===== config.mk =====
export PLATFORM = sky130hd
export DESIGN_NAME = multi_tick_timer_flat
export DESIGN_NICKNAME = d
export VERILOG_FILES = /design/src/rtl/multi_tick_timer_if.sv /design/src/rtl/multi_tick_timer.sv /design/src/flat_wrapper.sv
export SDC_FILE = /design/constraint.sdc
export NUM_CORES = 1
export LEC_CHECK = 0
export CAP_MARGIN = 0
export CORE_MARGIN = 10
export CORE_UTILIZATION = 30
export CTS_BUF_LIST = sky130_fd_sc_hd__clkbuf_4
export CTS_CLUSTER_SIZE = 16
export DETAILED_ROUTE_END_ITERATION = 8
export GPL_ROUTABILITY_DRIVEN = 0
export HOLD_SLACK_MARGIN = 0.02
export PLACE_DENSITY_LB_ADDON = 0.3
export RECOVER_POWER = 25
export SLEW_MARGIN = 40
export SYNTH_ARGS = -nofsm -noshare
export SYNTH_HDL_FRONTEND = slang
export SYNTH_SLANG_ARGS = --single-unit

===== constraint.sdc =====
create_clock -name clk -period 4.5 [get_ports clk]
set_clock_uncertainty 0.15 [all_clocks]
set_input_delay 0.9 -clock clk [delete_from_list [all_inputs] [get_ports clk]]
set_output_delay 0.9 -clock clk [all_outputs]
set_load 0.02 [all_outputs]

===== src/rtl/multi_tick_timer_if.sv =====
// Control and status bundle for multi_tick_timer: per-channel run/mode/clear
// controls in, tick counts and strobes out.
interface multi_tick_timer_if #(
  parameter int N_CH  = 4,
  parameter int CNT_W = 17
);
  logic [N_CH-1:0]       start;
  logic [N_CH-1:0]       mode;
  logic [N_CH-1:0]       clear;
  logic [N_CH*CNT_W-1:0] ticks;
  logic [N_CH-1:0]       tick_pulse;
  logic [N_CH-1:0]       done;
  logic [N_CH-1:0]       wrap_pulse;

  modport master (
    output start, mode, clear,
    input  ticks, tick_pulse, done, wrap_pulse
  );

  modport slave (
    input  start, mode, clear,
    output ticks, tick_pulse, done, wrap_pulse
  );
endinterface


===== src/rtl/multi_tick_timer.sv =====
// Multi-channel tick timer: each channel prescales clk by CLK_FREQ/TICK_RATE
// and counts ticks up to MAX_TICKS, either saturating or wrapping.
module multi_tick_timer #(
  parameter int CLK_FREQ  = 25000000,
  parameter int TICK_RATE = 1000,
  parameter int N_CH      = 4,
  parameter int MAX_TICKS = 96000,
  parameter int CNT_W     = 17
) (
  input logic               clk,
  input logic               rst,
  multi_tick_timer_if.slave bus
);
  localparam int DIV   = CLK_FREQ / TICK_RATE;
  localparam int PRE_W = (DIV > 1) ? $clog2(DIV) : 1;
  localparam logic [PRE_W-1:0] PRE_LAST = PRE_W'(DIV - 1);
  localparam logic [CNT_W-1:0] CNT_MAX  = CNT_W'(MAX_TICKS);

  logic [N_CH*CNT_W-1:0] ticks_vec;
  logic [N_CH-1:0]       tick_vec;
  logic [N_CH-1:0]       done_vec;
  logic [N_CH-1:0]       wrap_vec;

  genvar gi;
  generate
    for (gi = 0; gi < N_CH; gi++) begin : g_ch
      logic [PRE_W-1:0] pre_reg, pre_next;
      logic [CNT_W-1:0] cnt_reg, cnt_next;
      logic             tick_reg, tick_next;
      logic             wrap_reg, wrap_next;
      logic             done_reg, done_next;

      always_comb begin
        pre_next  = pre_reg;
        cnt_next  = cnt_reg;
        tick_next = 1'b0;
        wrap_next = 1'b0;
        if (!bus.start[gi] || bus.clear[gi]) begin
          pre_next = '0;
          cnt_next = '0;
        end else if (cnt_reg == CNT_MAX && !bus.mode[gi]) begin
          // Saturated: park the prescaler so a later switch to wrap mode
          // waits a full tick period before wrapping.
          pre_next = '0;
        end else if (pre_reg == PRE_LAST) begin
          pre_next  = '0;
          tick_next = 1'b1;
          if (cnt_reg == CNT_MAX) begin
            cnt_next  = '0;
            wrap_next = 1'b1;
          end else begin
            cnt_next = cnt_reg + 1'b1;
          end
        end else begin
          pre_next = pre_reg + 1'b1;
        end
        done_next = bus.start[gi] && !bus.clear[gi] && !bus.mode[gi] &&
                    (cnt_next == CNT_MAX);
      end

      always_ff @(posedge clk) begin
        if (rst) begin
          pre_reg  <= '0;
          cnt_reg  <= '0;
          tick_reg <= 1'b0;
          wrap_reg <= 1'b0;
          done_reg <= 1'b0;
        end else begin
          pre_reg  <= pre_next;
          cnt_reg  <= cnt_next;
          tick_reg <= tick_next;
          wrap_reg <= wrap_next;
          done_reg <= done_next;
        end
      end

      assign ticks_vec[gi*CNT_W +: CNT_W] = cnt_reg;
      assign tick_vec[gi] = tick_reg;
      assign done_vec[gi] = done_reg;
      assign wrap_vec[gi] = wrap_reg;
    end
  endgenerate

  assign bus.ticks      = ticks_vec;
  assign bus.tick_pulse = tick_vec;
  assign bus.done       = done_vec;
  assign bus.wrap_pulse = wrap_vec;
endmodule


===== src/flat_wrapper.sv =====
// flat-port wrapper written by rule: the top's interface ports become plain ports
module multi_tick_timer_flat 
#(
  parameter int CLK_FREQ  = 25000000,
  parameter int TICK_RATE = 1000,
  parameter int N_CH      = 4,
  parameter int MAX_TICKS = 96000,
  parameter int CNT_W     = 17
)
  (clk, rst, bus_start, bus_mode, bus_clear, bus_ticks, bus_tick_pulse, bus_done, bus_wrap_pulse);
  multi_tick_timer_if #(.N_CH(N_CH), .CNT_W(CNT_W)) bus_i ();
  input logic clk;
  input logic rst;
  input wire logic [$bits(bus_i.start)-1:0] bus_start;
  input wire logic [$bits(bus_i.mode)-1:0] bus_mode;
  input wire logic [$bits(bus_i.clear)-1:0] bus_clear;
  output wire logic [$bits(bus_i.ticks)-1:0] bus_ticks;
  output wire logic [$bits(bus_i.tick_pulse)-1:0] bus_tick_pulse;
  output wire logic [$bits(bus_i.done)-1:0] bus_done;
  output wire logic [$bits(bus_i.wrap_pulse)-1:0] bus_wrap_pulse;
  assign bus_i.start = bus_start;
  assign bus_i.mode = bus_mode;
  assign bus_i.clear = bus_clear;
  assign bus_ticks = bus_i.ticks;
  assign bus_tick_pulse = bus_i.tick_pulse;
  assign bus_done = bus_i.done;
  assign bus_wrap_pulse = bus_i.wrap_pulse;
  multi_tick_timer #(.CLK_FREQ(CLK_FREQ), .TICK_RATE(TICK_RATE), .N_CH(N_CH), .MAX_TICKS(MAX_TICKS), .CNT_W(CNT_W)) u_core (.clk(clk), .rst(rst), .bus(bus_i));
endmodule

==> key figures <==
Timing
  • Final Worst Setup Slack: 1361 ps
  • Relative slew slack: 44.03%
  • Final Hold Vio Count: 0
  • Clock period minus worst slack: 3139 ps
  • Worst-Margin Slew: 830.7 ps
  • TNS Setup: 0 ps
  • Pins Over Slew Limit: 0
  • Achievable frequency: 0.3186 GHz
  • RSZ-0062 raised after global routing: no
  • Final period util: 69.75%
  • Setup-failing EPs final: 0

Die
  • Initial Utilization: 30.70%
  • Core Rows: 56
  • IO Pins: 94
  • Die Wd: 175.4 µm
  • Die H: 175.4 µm
  • Die footprint: 30780 µm²
  • Core area: 23610 µm²

Finish
  • Max reg flops: 68
  • Most frequent cells in the layout: nor2_1 (140), dfxtp_1 (140), clkdlybuf4s50_1 (92)
  • Area grow syn2layout: 18.28%
  • Area of the multi-input gates: 4139 µm²
  • Fillers: 2502
  • Register area: 2803 µm²
  • Finished Cell Area: 8573 µm²
  • Layout Utilization: 36.31%
  • Nets: 979
  • Share of layout cells above drive strength 1: 4.870%

Synth
  • Largest family of logic cells by synthesized area: simple AND/OR/NAND/NOR gates
  • Area leader, netlist: dfxtp_1
  • Post-synth top area share: 38.67%
  • Post-synth EDFFs: 0
  • Top FF cell, synth: dfxtp_1
  • Post-Syn Instances: 881
  • Post-synthesis sequential area ratio: 38.67%
  • Synth warn: 0
  • Xor and xnor fraction of the mapped netlist area: 10.75%
  • Synth Register Bits: 140
  • Async S/R FF share, synth: 0%
  • Post-Synth Simple-Gate Area: 34.97%
  • Synth top area cells: dfxtp_1 (39%), nor2_1 (7.3%), xor2_1 (5.9%), xnor2_1 (4.8%), nand2_1 (3.5%)
  • Multiplexer share of the synthesized area: 0.5697%
  • Unique cell type count in the Yosys netlist: 68
  • Syn_area_per_cell: 8.227 µm²
  • Post-Synth Adder-Cell Area: 2.071%
  • Post-Synthesis Cell Area: 7248 µm²
  • Synth Area in Compound Gates: 8.856%
  • Syn_nets: 907

Global route
  • GR Util All Layers: 12.58%
  • Initial antenna violation count: 1
  • Grt met1 use: 16.94%
  • Vias in the first global route: 6270
  • Pin count of the biggest net entering global routing: 17
  • GR peak layer: met2
  • M2 GR Usage: 19.17%
  • First-pass GRT wire length: 32.20 mm
  • Grt ovf: 0
  • Met3 global-route usage: 3.839%

Worst hold path
  • Worst hold path class: flip-flop to flip-flop

Clock network
  • Post-CTS resize count: 0
  • Num Clock Sinks: 140
  • H-tree depth: 4
  • CTS Hold Bufs: 0
  • Clk_lat worst skew: 530 ps
  • Clock root cell: clkbuf_4
  • TritonCTS clock tree: yes
  • Setup Buffers After CTS: 0
  • Worst-path clk slew: 120 ps
  • Clock Tree Buf Depth: 2
  • Num CTS Buffers: 17

Critical path
  • CP cell instances: nor4bb_1 -> nand4_1 -> or4_1 -> a21oi_1 -> nor4bb_1 -> nand4b_1 -> nor4_1
  • CP startpoint kind: flip-flop
  • Crit path max-delay cell type: or4_1
  • Arr. time, crit path: 3430 ps
  • Critical path peak fanout: 11
  • CP max stage delay: 640 ps
  • CP Class: flip-flop to flip-flop
  • Worst path most repeated cell: nor4bb_1
  • Setup crit end kind: flip-flop
  • WP data required: 4790 ps

Detailed routing
  • 1st-pass router iterations: 5
  • Routed WL: 19.65 mm
  • DR vias: 6527
  • Drt via density: 5.079
  • Drt initial violations: 480
  • Post-route ant nets: 0
  • DRC: 0
  • DR WL/cell: 15.29 µm

Placement
  • Post-DP HPWL: 14.59 mm
  • Buffers on Ports: 93
  • Worst slack, placed: 1152 ps
  • Placed Area: 8383 µm²

Pwr
  • Maximum vdd ir drop: 0.08607 mV
  • Pwr Density: 227.0 nW/µm²
  • Static Leak: 2.618 nW
  • Tot Pwr: 1.946 mW

Status
  • Status: completed

Run
  • Max cap viols: 0
cells by family (layout without fill, tap and decap cells):
logic type               count (synthesis)  count (layout)
adder cells (fa/ha/maj)                 12              12
buffers and inverters                   64             148
AO/OA/AOI/OAI                          100             100
flip-flops                             140             140
multiplexers                             4               4
XOR/XNOR                                89              89
other                                    0               1
AND/OR/NAND/NOR                        472             472
final timing paths:
kind                                   start                        end  slack, ps  cells after the start
setup / recovery  u_core.g_ch[3].pre_reg[13]    u_core.g_ch[3].done_reg       1360                      7
hold / removal     u_core.g_ch[3].pre_reg[0]  u_core.g_ch[3].pre_reg[0]        320                      1
setup reg to reg  u_core.g_ch[3].pre_reg[13]    u_core.g_ch[3].done_reg       1360                      7
hold reg to reg    u_core.g_ch[3].pre_reg[0]  u_core.g_ch[3].pre_reg[0]        320                      1
worst max-delay path, delay by kind of cell (launching register included):
family / cells / cell delay (ps)
flops: 1 / 380
simple gates: 6 / 2370
compound gates: 1 / 180
stage by stage:
step	hold slack [ps]	std cells
2_1_floorplan	276.0	881
3_3_place_gp	291.0	1253
3_5_place_dp	301.0	1253
4_1_cts	328.7	1284
5_1_grt	349.6	1285
6_report	321.5	1285
where the power goes:
part,internal [mW],switching (mW),leakage (nW)
registers,1.24,0.00172,1.13
logic,0.0170,0.0301,1.36
clock network,0.222,0.435,0.127
final cells by class:
cell class	instances	share of cell area, %
Sequential cell	140	32.69
Clock buffer	20	1.751
Multi-Input combinational cell	677	48.28
Inverter	22	0.9632
Clock inverter	11	0.6421
Tap cell	319	4.656
Antenna cell	1	0.02919
Timing Repair Buffer	95	10.99
synthesized netlist by cell type (3+ instances only):
library cell,count
dfxtp_1,140
nor2_1,140
nand2_1,68
xor2_1,49
nand3_1,46
xnor2_1,40
nand4_1,38
a21oi_1,32
and3_1,25
clkbuf_1,25
nor3_1,25
inv_1,22
o21ai_0,22
nor4_1,19
or3_1,17
and4_1,15
and2_1,14
nand2b_1,14
buf_4,12
ha_1,12
nor2b_1,9
a31oi_1,8
nor4bb_1,6
nand4b_1,5
or4_1,5
buf_2,4
nor4b_1,4
nor4b_2,4
o31ai_1,4
a211oi_1,3
mux2i_1,3
o2111ai_1,3
routing by layer:
metal | up-vias | wire length [µm]
met4 | 0 | 127
li1 | 3268 | -
met5 | - | 0
met2 | 174 | 8614
met3 | 8 | 1199
met1 | 3077 | 9712
Power figures use the tool's default switching activity.
